**src/rtl/multichannel_differentiator_if.sv**
```systemverilog
// Sample stream bundle for the multichannel differentiator.
// The master side drives samples; the slave side returns differences.
interface multichannel_differentiator_if #(
  parameter int WIDTH    = 16,
  parameter int CHANNELS = 1
);
  localparam int CW = (CHANNELS > 1) ? $clog2(CHANNELS) : 1;

  logic                    in_valid;
  logic signed [WIDTH-1:0] in_data;
  logic                    out_valid;
  logic signed [WIDTH-1:0] out_data;
  logic [CW-1:0]           out_chan;
  logic                    primed;

  modport master (
    output in_valid, in_data,
    input  out_valid, out_data, out_chan, primed
  );

  modport slave (
    input  in_valid, in_data,
    output out_valid, out_data, out_chan, primed
  );
endinterface

```
**src/rtl/multichannel_differentiator.sv**
```systemverilog
// Per-channel y[n] = x[n] - x[n-DELAY] on an interleaved sample stream.
// Wraps by default (phase to frequency); optional clamp to signed range.
module multichannel_differentiator #(
  parameter int WIDTH    = 16,
  parameter int DELAY    = 1,
  parameter int CHANNELS = 1,
  parameter int SATURATE = 0
) (
  input  logic clk,
  input  logic reset_n,
  input  logic clear,
  multichannel_differentiator_if.slave s
);
  localparam int CW = (CHANNELS > 1) ? $clog2(CHANNELS) : 1;
  localparam int NS = 1 << CW;
  localparam int PW = $clog2(DELAY + 1);

  typedef logic signed [WIDTH-1:0] smp_t;
  typedef logic [PW-1:0] cnt_t;

  localparam cnt_t          FULL = cnt_t'(DELAY);
  localparam logic [CW-1:0] LAST = CW'(CHANNELS - 1);
  localparam smp_t SMAX = {1'b0, {(WIDTH-1){1'b1}}};
  localparam smp_t SMIN = {1'b1, {(WIDTH-1){1'b0}}};

  generate
    if (DELAY < 1 || DELAY > 16) begin : g_bad_delay
      $error("DELAY must be in 1..16");
    end
    if (CHANNELS < 1 || CHANNELS > 8) begin : g_bad_chan
      $error("CHANNELS must be in 1..8");
    end
  endgenerate

  // Arrays padded to a power of two so chan indexes them cleanly.
  smp_t          hist [NS][DELAY];
  cnt_t          cnt  [NS];
  logic [CW-1:0] chan;

  smp_t                  old;
  logic signed [WIDTH:0] d;
  smp_t                  res;
  logic                  take;
  logic                  fire;
  logic                  all_nx;

  always_comb begin
    take = s.in_valid && !clear;
    fire = take && (cnt[chan] == FULL);
    old  = hist[chan][DELAY-1];
    d    = {s.in_data[WIDTH-1], s.in_data} - {old[WIDTH-1], old};
    res  = d[WIDTH-1:0];
    // Top two bits disagree only when the true difference overflows.
    if (SATURATE != 0 && (d[WIDTH] != d[WIDTH-1])) begin
      res = d[WIDTH] ? SMIN : SMAX;
    end
    all_nx = 1'b1;
    for (int i = 0; i < CHANNELS; i++) begin
      if (!(cnt[i] == FULL ||
            (take && chan == CW'(i) &&
             cnt[i] == FULL - 1'b1))) begin
        all_nx = 1'b0;
      end
    end
  end

  always_ff @(posedge clk or negedge reset_n) begin
    if (!reset_n) begin
      chan       <= '0;
      s.out_valid <= 1'b0;
      s.out_data  <= '0;
      s.out_chan  <= '0;
      s.primed    <= 1'b0;
      for (int i = 0; i < NS; i++) begin
        cnt[i] <= '0;
        for (int j = 0; j < DELAY; j++) hist[i][j] <= '0;
      end
    end else if (clear) begin
      chan       <= '0;
      s.out_valid <= 1'b0;
      s.out_data  <= '0;
      s.out_chan  <= '0;
      s.primed    <= 1'b0;
      for (int i = 0; i < NS; i++) begin
        cnt[i] <= '0;
        for (int j = 0; j < DELAY; j++) hist[i][j] <= '0;
      end
    end else begin
      s.out_valid <= fire;
      s.primed    <= all_nx;
      if (fire) begin
        s.out_data <= res;
        s.out_chan <= chan;
      end
      if (take) begin
        hist[chan][0] <= s.in_data;
        for (int j = 1; j < DELAY; j++) begin
          hist[chan][j] <= hist[chan][j-1];
        end
        if (cnt[chan] != FULL) cnt[chan] <= cnt[chan] + 1'b1;
        chan <= (chan == LAST) ? '0 : chan + 1'b1;
      end
    end
  end
endmodule
```
**src/flat_wrapper.sv**
```systemverilog
// flat-port wrapper written by rule: the top's interface ports become plain ports
module multichannel_differentiator_flat 
#(
  parameter int WIDTH    = 16,
  parameter int DELAY    = 1,
  parameter int CHANNELS = 1,
  parameter int SATURATE = 0
)
  (clk, reset_n, clear, s_in_valid, s_in_data, s_out_valid, s_out_data, s_out_chan, s_primed);
  multichannel_differentiator_if #(.WIDTH(WIDTH), .CHANNELS(CHANNELS)) s_i ();
  input  logic clk;
  input  logic reset_n;
  input  logic clear;
  input wire logic [$bits(s_i.in_valid)-1:0] s_in_valid;
  input wire logic [$bits(s_i.in_data)-1:0] s_in_data;
  output wire logic [$bits(s_i.out_valid)-1:0] s_out_valid;
  output wire logic [$bits(s_i.out_data)-1:0] s_out_data;
  output wire logic [$bits(s_i.out_chan)-1:0] s_out_chan;
  output wire logic [$bits(s_i.primed)-1:0] s_primed;
  assign s_i.in_valid = s_in_valid;
  assign s_i.in_data = s_in_data;
  assign s_out_valid = s_i.out_valid;
  assign s_out_data = s_i.out_data;
  assign s_out_chan = s_i.out_chan;
  assign s_primed = s_i.primed;
  multichannel_differentiator #(.WIDTH(WIDTH), .DELAY(DELAY), .CHANNELS(CHANNELS), .SATURATE(SATURATE)) u_core (.clk(clk), .reset_n(reset_n), .clear(clear), .s(s_i));
endmodule
```
**config.mk**
```make
export PLATFORM = sky130hd
export DESIGN_NAME = multichannel_differentiator_flat
export DESIGN_NICKNAME = d
export VERILOG_FILES = /design/src/rtl/multichannel_differentiator_if.sv /design/src/rtl/multichannel_differentiator.sv /design/src/flat_wrapper.sv
export SDC_FILE = /design/constraint.sdc
export NUM_CORES = 1
export LEC_CHECK = 0
export CAP_MARGIN = 30
export CORE_ASPECT_RATIO = 1.25
export CORE_MARGIN = 4
export CORE_UTILIZATION = 49
export CTS_CLUSTER_SIZE = 24
export DETAILED_ROUTE_END_ITERATION = 7
export GPL_TIMING_DRIVEN = 0
export HOLD_SLACK_MARGIN = 0.05
export MAX_ROUTING_LAYER = met4
export PLACE_DENSITY = 0.72
export SLEW_MARGIN = 5
export SYNTH_ARGS = -nofsm -noshare
export SYNTH_HDL_FRONTEND = slang
export SYNTH_SLANG_ARGS = --single-unit
export TNS_END_PERCENT = 10
```
**constraint.sdc**
```tcl
create_clock -name clk -period 2.3 [get_ports clk]
set_input_delay 0.46 -clock clk [delete_from_list [all_inputs] [get_ports clk]]
set_output_delay 0.46 -clock clk [all_outputs]
set_load 0.005 [all_outputs]
```
==> reports/metrics.cfg, run 1 <==
[run_status]
status=complete, no violations

[grt]
met2_usage_pct=30.3
gr-total-overflow=0
grt_max_degree=36
grt_pass1_wl_mm=8.25
first_global_vias=1791
grt_use_total_pct=19.0
use_met1_pct=24.9
top_usage_layer=met2
grt_antenna_before_repair=0
gr-usage-met3_pct=3.64

[worst_setup_path]
cp_top_family=buffers and inverters
worstPathArrival_ps=2410
crit_fanout=5
r2r-start=u_core.hist[16]
crit_required_ps=2450
cp-startpoint=s_in_data[3]
path_cells=clkdlybuf4s50_1 > ha_1 > o211ai_1 > a31oi_2 > buf_4 > buf_4 > a31oi_1 > xor2_1 > o21ai_1
end_kind=flip-flop
crit_top_cell=buf_4
crit_slowest_cell=clkdlybuf4s50_1
crit_path_start_kind=input pin
slowest_delay_ps=430
path_buf_inv=3
critical_path_class=input pin to flip-flop

[timing]
slew_viol_final=0
rsz0062_at_grt=yes
hold_viol=0
post-route-period-util_pct=98.2
fmax_mhz=443
layout_setup_ws_ps=41.6
skew_ps=3.58
slew_headroom_pct=47.5
worstMarginPinSlew_ps=788
setup_violations=0
min_period_ps=2260

[clock_tree]
cts_tree=done
cts_made_buffers=5
htreeDepth=2
clock-root-buffer=clkbuf_8
cts_buffer_depth=2
clkTransAtPathRegs_ps=70
clkLatencyLatePin_ps=280
clock-sinks=35

[die]
dieArea_um2=5710
core-area_um2=4430
start_util_pct=50.5
die_x_um=68.4
boundaryPins=39
fp.dieH_um=83.5
core.rowCount=27

[drt]
drt_first_pass_iters=4
vias_per_cell=5.14
drt-total-wl_mm=4.94
via_count=1834
drc=0
avgRoutedWirePerCell_um=13.8
drtIter0Drc=76
ant_nets=0

[logic_synthesis]
synth_cells=238
seq_area_frac_synth_pct=39.2
synth-seq-cells=35
syn_nets=275
synthFlopType=dfrtp_1
syn-cell-area_um2=2230
synth_edf_count=0
avgSynthCellArea_um2=9.39
synth_cell_types=47
ys_async_sr_fraction_pct=100
yosys_warnings=0

[power]
p_per_area_nw_per_um2=539
total_power_w=0.00157
p_leak_nw=1.35
ir_drop_mv=0.333

[place]
dpl_worst_slack_ps=-593
place.port_buffers=36
hpwl_mm=3.70
place.gp.congestion=0.848

[min_path]
hold_class=input pin to asynchronous set/reset pin

[cells_and_area]
num_antenna_cells=0
final_common_cell=dfrtp_1
fin_nets=335
drive_above_1_share_pct=17.7
final_cell_mix=dfrtp_1 (35), clkdlybuf4s50_1 (32), nor2_1 (24), inv_1 (19), buf_4 (19)
post-route-util_pct=66.0
area_growth_syn_to_layout_pct=30.6

[flow_run]
drv_cap=0

## where the power goes
| group | leakage [nW] | internal (W) | switching [W] | total (W) |
|---|---|---|---|---|
| clock network | 0.0422 | 0.000212 | 0.000204 | 0.000417 |
| registers | 0.470 | 0.000654 | 0.0000209 | 0.000675 |
| logic | 0.834 | 0.000241 | 0.000240 | 0.000481 |
## cells in the mapped netlist, drive strengths merged, types with 3 or more instances
master / instances / area (µm²)
buf: 6 / 41.3
nand3b: 14 / 105
clkbuf: 6 / 22.5
a21oi: 11 / 62.6
a31oi: 3 / 25.0
dfrtp: 35 / 876
inv: 21 / 78.8
nor3: 5 / 25.0
mux2i: 17 / 170
nand2b: 3 / 18.8
o21ai: 21 / 105
xnor2: 4 / 35.0
nand2: 13 / 51.3
nand3: 6 / 30.0
nor2: 24 / 90.1
xor2: 8 / 70.1
ha: 16 / 200
## worst paths after layout
| check | endpoint | slack [ps] | depth (start not counted) |
|---|---|---|---|
| min | u_core.hist[29] | 260 | 1 |
| min reg2reg | u_core.s.out_data[13] | 480 | 2 |
| max | u_core.s.out_data[10] | 40 | 9 |
| max in group asynchronous | u_core.cnt[1] | 1540 | 1 |
| max reg2reg | u_core.s.out_data[12] | 50 | 9 |
| min in group clk | u_core.hist[16] | 460 | 3 |
## routing by layer
layer  wire [µm]  part of all wire [%]  up-vias
met2        2450                    50       36
met5           0                     0        -
li1            -                     -      939
met4          45                  0.91        0
met3         164                   3.3        5
met1        2280                    46      854
## flip-flops by register name (all words and copies together), names as in the netlist
signal,flops
u_core.s.out_data,16
u_core.s.primed,1
u_core.hist,16
u_core.cnt,1
u_core.s.out_valid,1
## cell type report
class,instances,area [µm²]
Clock buffer,7,76.3
Buffer,12,65.1
Tap cell,58,72.6
Timing Repair Buffer,53,475
Inverter,21,78.8
Sequential cell,35,876
Clock inverter,1,5.00
Fill cell,355,1510
Multi-Input combinational cell,170,1270
## cells by family after synthesis
group	count (synthesis)	synth area share, %
DFF	35	39.2
muxes	17	7.61
buffers and inverters	33	6.38
AOI/OAI and AO/OA	49	14.4
xor gates and xnor gates	12	4.70
and+or+nand+nor	74	17.6
adders and majority gates	17	9.85
other	1	0.168
## stage by stage
| stage | instance area (µm²) | setup TNS (ps) | hold slack [ps] | instances |
|---|---|---|---|---|
| after CTS | 2860 | 0 | 292 | 353 |
| after floorplan | 2230 | 0 | 164 | 238 |
| final | 2920 | 0 | 261 | 357 |
| after detailed placement | 2660 | -2940 | 470 | 332 |
| after global routing | 2920 | -262 | 324 | 357 |
| after global placement | 2670 | -2420 | 467 | 332 |
## repair_timing
action                                  CTS  global route
endpoints found under the setup margin    5             6
endpoints found under the hold margin     0             0
pin swaps                                 4             9
gates resized for setup                   7            14
buffers inserted                         13             4
hold buffers                              0             0
Power figures use the tool's default switching activity.
==> run 2, diff against run 1 <==
--- a/config.mk
+++ b/config.mk
@@ -14,7 +14,7 @@
 export GPL_TIMING_DRIVEN = 0
 export HOLD_SLACK_MARGIN = 0.05
 export MAX_ROUTING_LAYER = met4
-export PLACE_DENSITY = 0.72
+export PLACE_DENSITY = 0.75
 export SLEW_MARGIN = 5
 export SYNTH_ARGS = -nofsm -noshare
 export SYNTH_HDL_FRONTEND = slang
==> run 2 against run 1 <==
Final cell count decreased by 3.6%. Die area did not move. Critical path depth shrank 1. Fmax fell by 1.1%. Sequential power hardly changed. Worst setup slack got worse by 26 ps. Core utilization shrank 0.99 points. Via count fell by 0.87%. Clock-buffer cell count fell by 1. Clock skew is 1.3 ps higher.
==> reports/metrics.cfg, run 2 (synthesized netlist as in run 1, its figures left out) <==
[run_status]
status=complete, no violations

[drt]
ant_nets=0  ; unchanged
vias_per_cell=5.28  ; +2.9%
avgRoutedWirePerCell_um=14.1  ; +1.7%
drt-total-wl_mm=4.84  ; -2.0%
drc=0  ; unchanged
drtIter0Drc=119  ; +57%
via_count=1818  ; -0.87%
drt_first_pass_iters=5  ; +1

[worst_setup_path]
worstPathArrival_ps=2450  ; +40 ps
r2r-start=u_core.hist[16]
crit_required_ps=2470  ; +20 ps
crit_path_start_kind=input pin
cp-startpoint=s_in_data[2]
crit_fanout=4  ; -1
reg2reg_depth=8  ; -1
end_kind=flip-flop
critical_path_class=input pin to flip-flop

[die]
fp.dieH_um=83.5  ; unchanged
die_x_um=68.4  ; unchanged
boundaryPins=39  ; unchanged
dieArea_um2=5710  ; unchanged
core.rowCount=27  ; unchanged
core-area_um2=4430  ; unchanged
start_util_pct=50.5  ; unchanged

[place]
place.gp.congestion=0.944  ; +11%
hpwl_mm=3.42  ; -7.7%
dp.cells=332  ; unchanged
dpl_cell_area_um2=2660  ; unchanged
place.port_buffers=36  ; unchanged
dpl_worst_slack_ps=-518  ; +74.4 ps

[timing]
rsz0062_at_grt=yes
tns_ps=0  ; unchanged
layout_setup_ws_ps=16.1  ; -25.5 ps
fmax_mhz=438  ; -1.1%
post-route-period-util_pct=99.3  ; +1.1 points
setup_violations=0  ; unchanged
hold_viol=0  ; unchanged
slew_headroom_pct=49.5  ; +2.0 points
slew_viol_final=0  ; unchanged
worstMarginPinSlew_ps=758  ; -29.7 ps
min_period_ps=2280  ; +25.5 ps
skew_ps=4.90  ; +1.32 ps

[clock_tree]
htreeDepth=2  ; unchanged
cts_made_buffers=5  ; unchanged
clkTransAtPathRegs_ps=70  ; about the same
clock-sinks=35  ; unchanged
cts_buffer_depth=2  ; unchanged
clkLatencyLatePin_ps=290  ; about the same
clock-root-buffer=clkbuf_8
cts_tree=done

[grt]
gr-total-overflow=0  ; unchanged
grt_antenna_before_repair=0  ; unchanged
first_global_vias=1730  ; -3.4%
grt_use_total_pct=18.4  ; -0.59 points
grt_max_degree=36  ; unchanged
grt_pass1_wl_mm=7.93  ; -3.9%

[cells_and_area]
final_area_um2=2880  ; -1.5%
reg_top3=u_core.hist x16, u_core.s.out_data x16
final_common_cell=dfrtp_1
area_growth_syn_to_layout_pct=28.7
final_cells=344  ; -3.6%
final_cell_mix=dfrtp_1 (35), clkdlybuf4s50_1 (33), nor2_1 (24), inv_1 (19), mux2i_1 (17)
drive_above_1_share_pct=15.0  ; -2.7 points
fin_nets=322  ; -3.9%
num_antenna_cells=0  ; unchanged

[power]
p_comb_share_pct=26.8  ; -3.8 points
swShare_pct=28.1  ; -1.4 points
p_per_area_nw_per_um2=594  ; +10%
power_frac_clock_pct=33.7  ; +7.2 points
p_leak_nw=1.31  ; -2.8%
power_frac_seq_pct=39.5  ; -3.4 points
ir_drop_mv=0.412  ; +24%
p_switching_w=0.000481  ; +3.3%
p_int_w=0.00123  ; +11%
total_power_w=0.00171  ; +8.6%

[min_path]
hold_class=input pin to asynchronous set/reset pin

[flow_run]
drv_cap=0  ; unchanged

[run 2: changes by cell type in the layout (fill, tap and decap cells not counted), sizes merged]
| cell | before | now |
|---|---|---|
| buf | 24 | 12 |
| dlymetal6s2s | 0 | 1 |
| clkdlybuf4s50 | 32 | 33 |
| clkbuf | 14 | 11 |
| bufinv | 0 | 1 |
| dlygate4sd2 | 2 | 1 |
[run 2: area by class of cell]
cell class | instances | area, µm²
buffer | 11 | 66.3
multi-input combinational | 170 | 1270
clock buffer | 6 | 82.6
inverter | 21 | 78.8
timing repair buffer | 41 | 394
sequential | 35 | 876
clock inverter | 2 | 35.0
fill | 372 | 1550
tap | 58 | 72.6
[run 2: per-layer routing]
layer / share of wire, % / vias up / track usage (%)
li1: - / 912 / -
met5: 0 / - / -
met3: 3.8 / 10 / 3.64
met4: 2.0 / 0 / 6.51
met1: 45 / 856 / 24.2
met2: 49 / 40 / 27.9
[run 2: stage by stage]
stage,hold slack [ps],utilization (%)
finish,231,65.0
global route,319,65.0
CTS,267,63.5
detailed placement,499,60.2
global placement,467,60.3
floorplan,164,-
[run 2: final timing paths]
path,endpoint,slack [ps]
setup / recovery,u_core.s.out_data[14],20
hold / removal,u_core.s.out_valid,230
setup reg to reg,u_core.s.out_data[10],90
hold reg to reg,u_core.s.out_data[11],510
max in group asynchronous,u_core.hist[30],1580
min in group clk,u_core.hist[20],510
[run 2: repair_timing]
| action | 4_1_cts | 5_1_grt |
|---|---|---|
| pin swaps | 5 | 9 |
| setup buffers | 3 | 2 |
| endpoints found under the setup margin | 5 | 4 |
| hold buffers | 0 | 0 |
| gates cloned | 0 | 0 |
| resized for setup | 5 | 15 |
[run 2: worst max-delay path, stage by stage]
cell,delay [ps]
clkdlybuf4s50_1,540
ha_4,240
nor2b_2,160
o211ai_1,260
a31oi_2,210
a221oi_2,280
xor2_1,210
o21ai_1,90
[run 2: power groups by stage]
stage          Sequential, W  Clock (W)  Combinational [W]
3_3_place_gp        0.000685          0           0.000408
2_1_floorplan       0.000686          0           0.000265
3_5_place_dp        0.000687          0           0.000414
5_1_grt             0.000679   0.000604           0.000507
6_report            0.000675   0.000575           0.000458
4_1_cts             0.000675   0.000583           0.000426
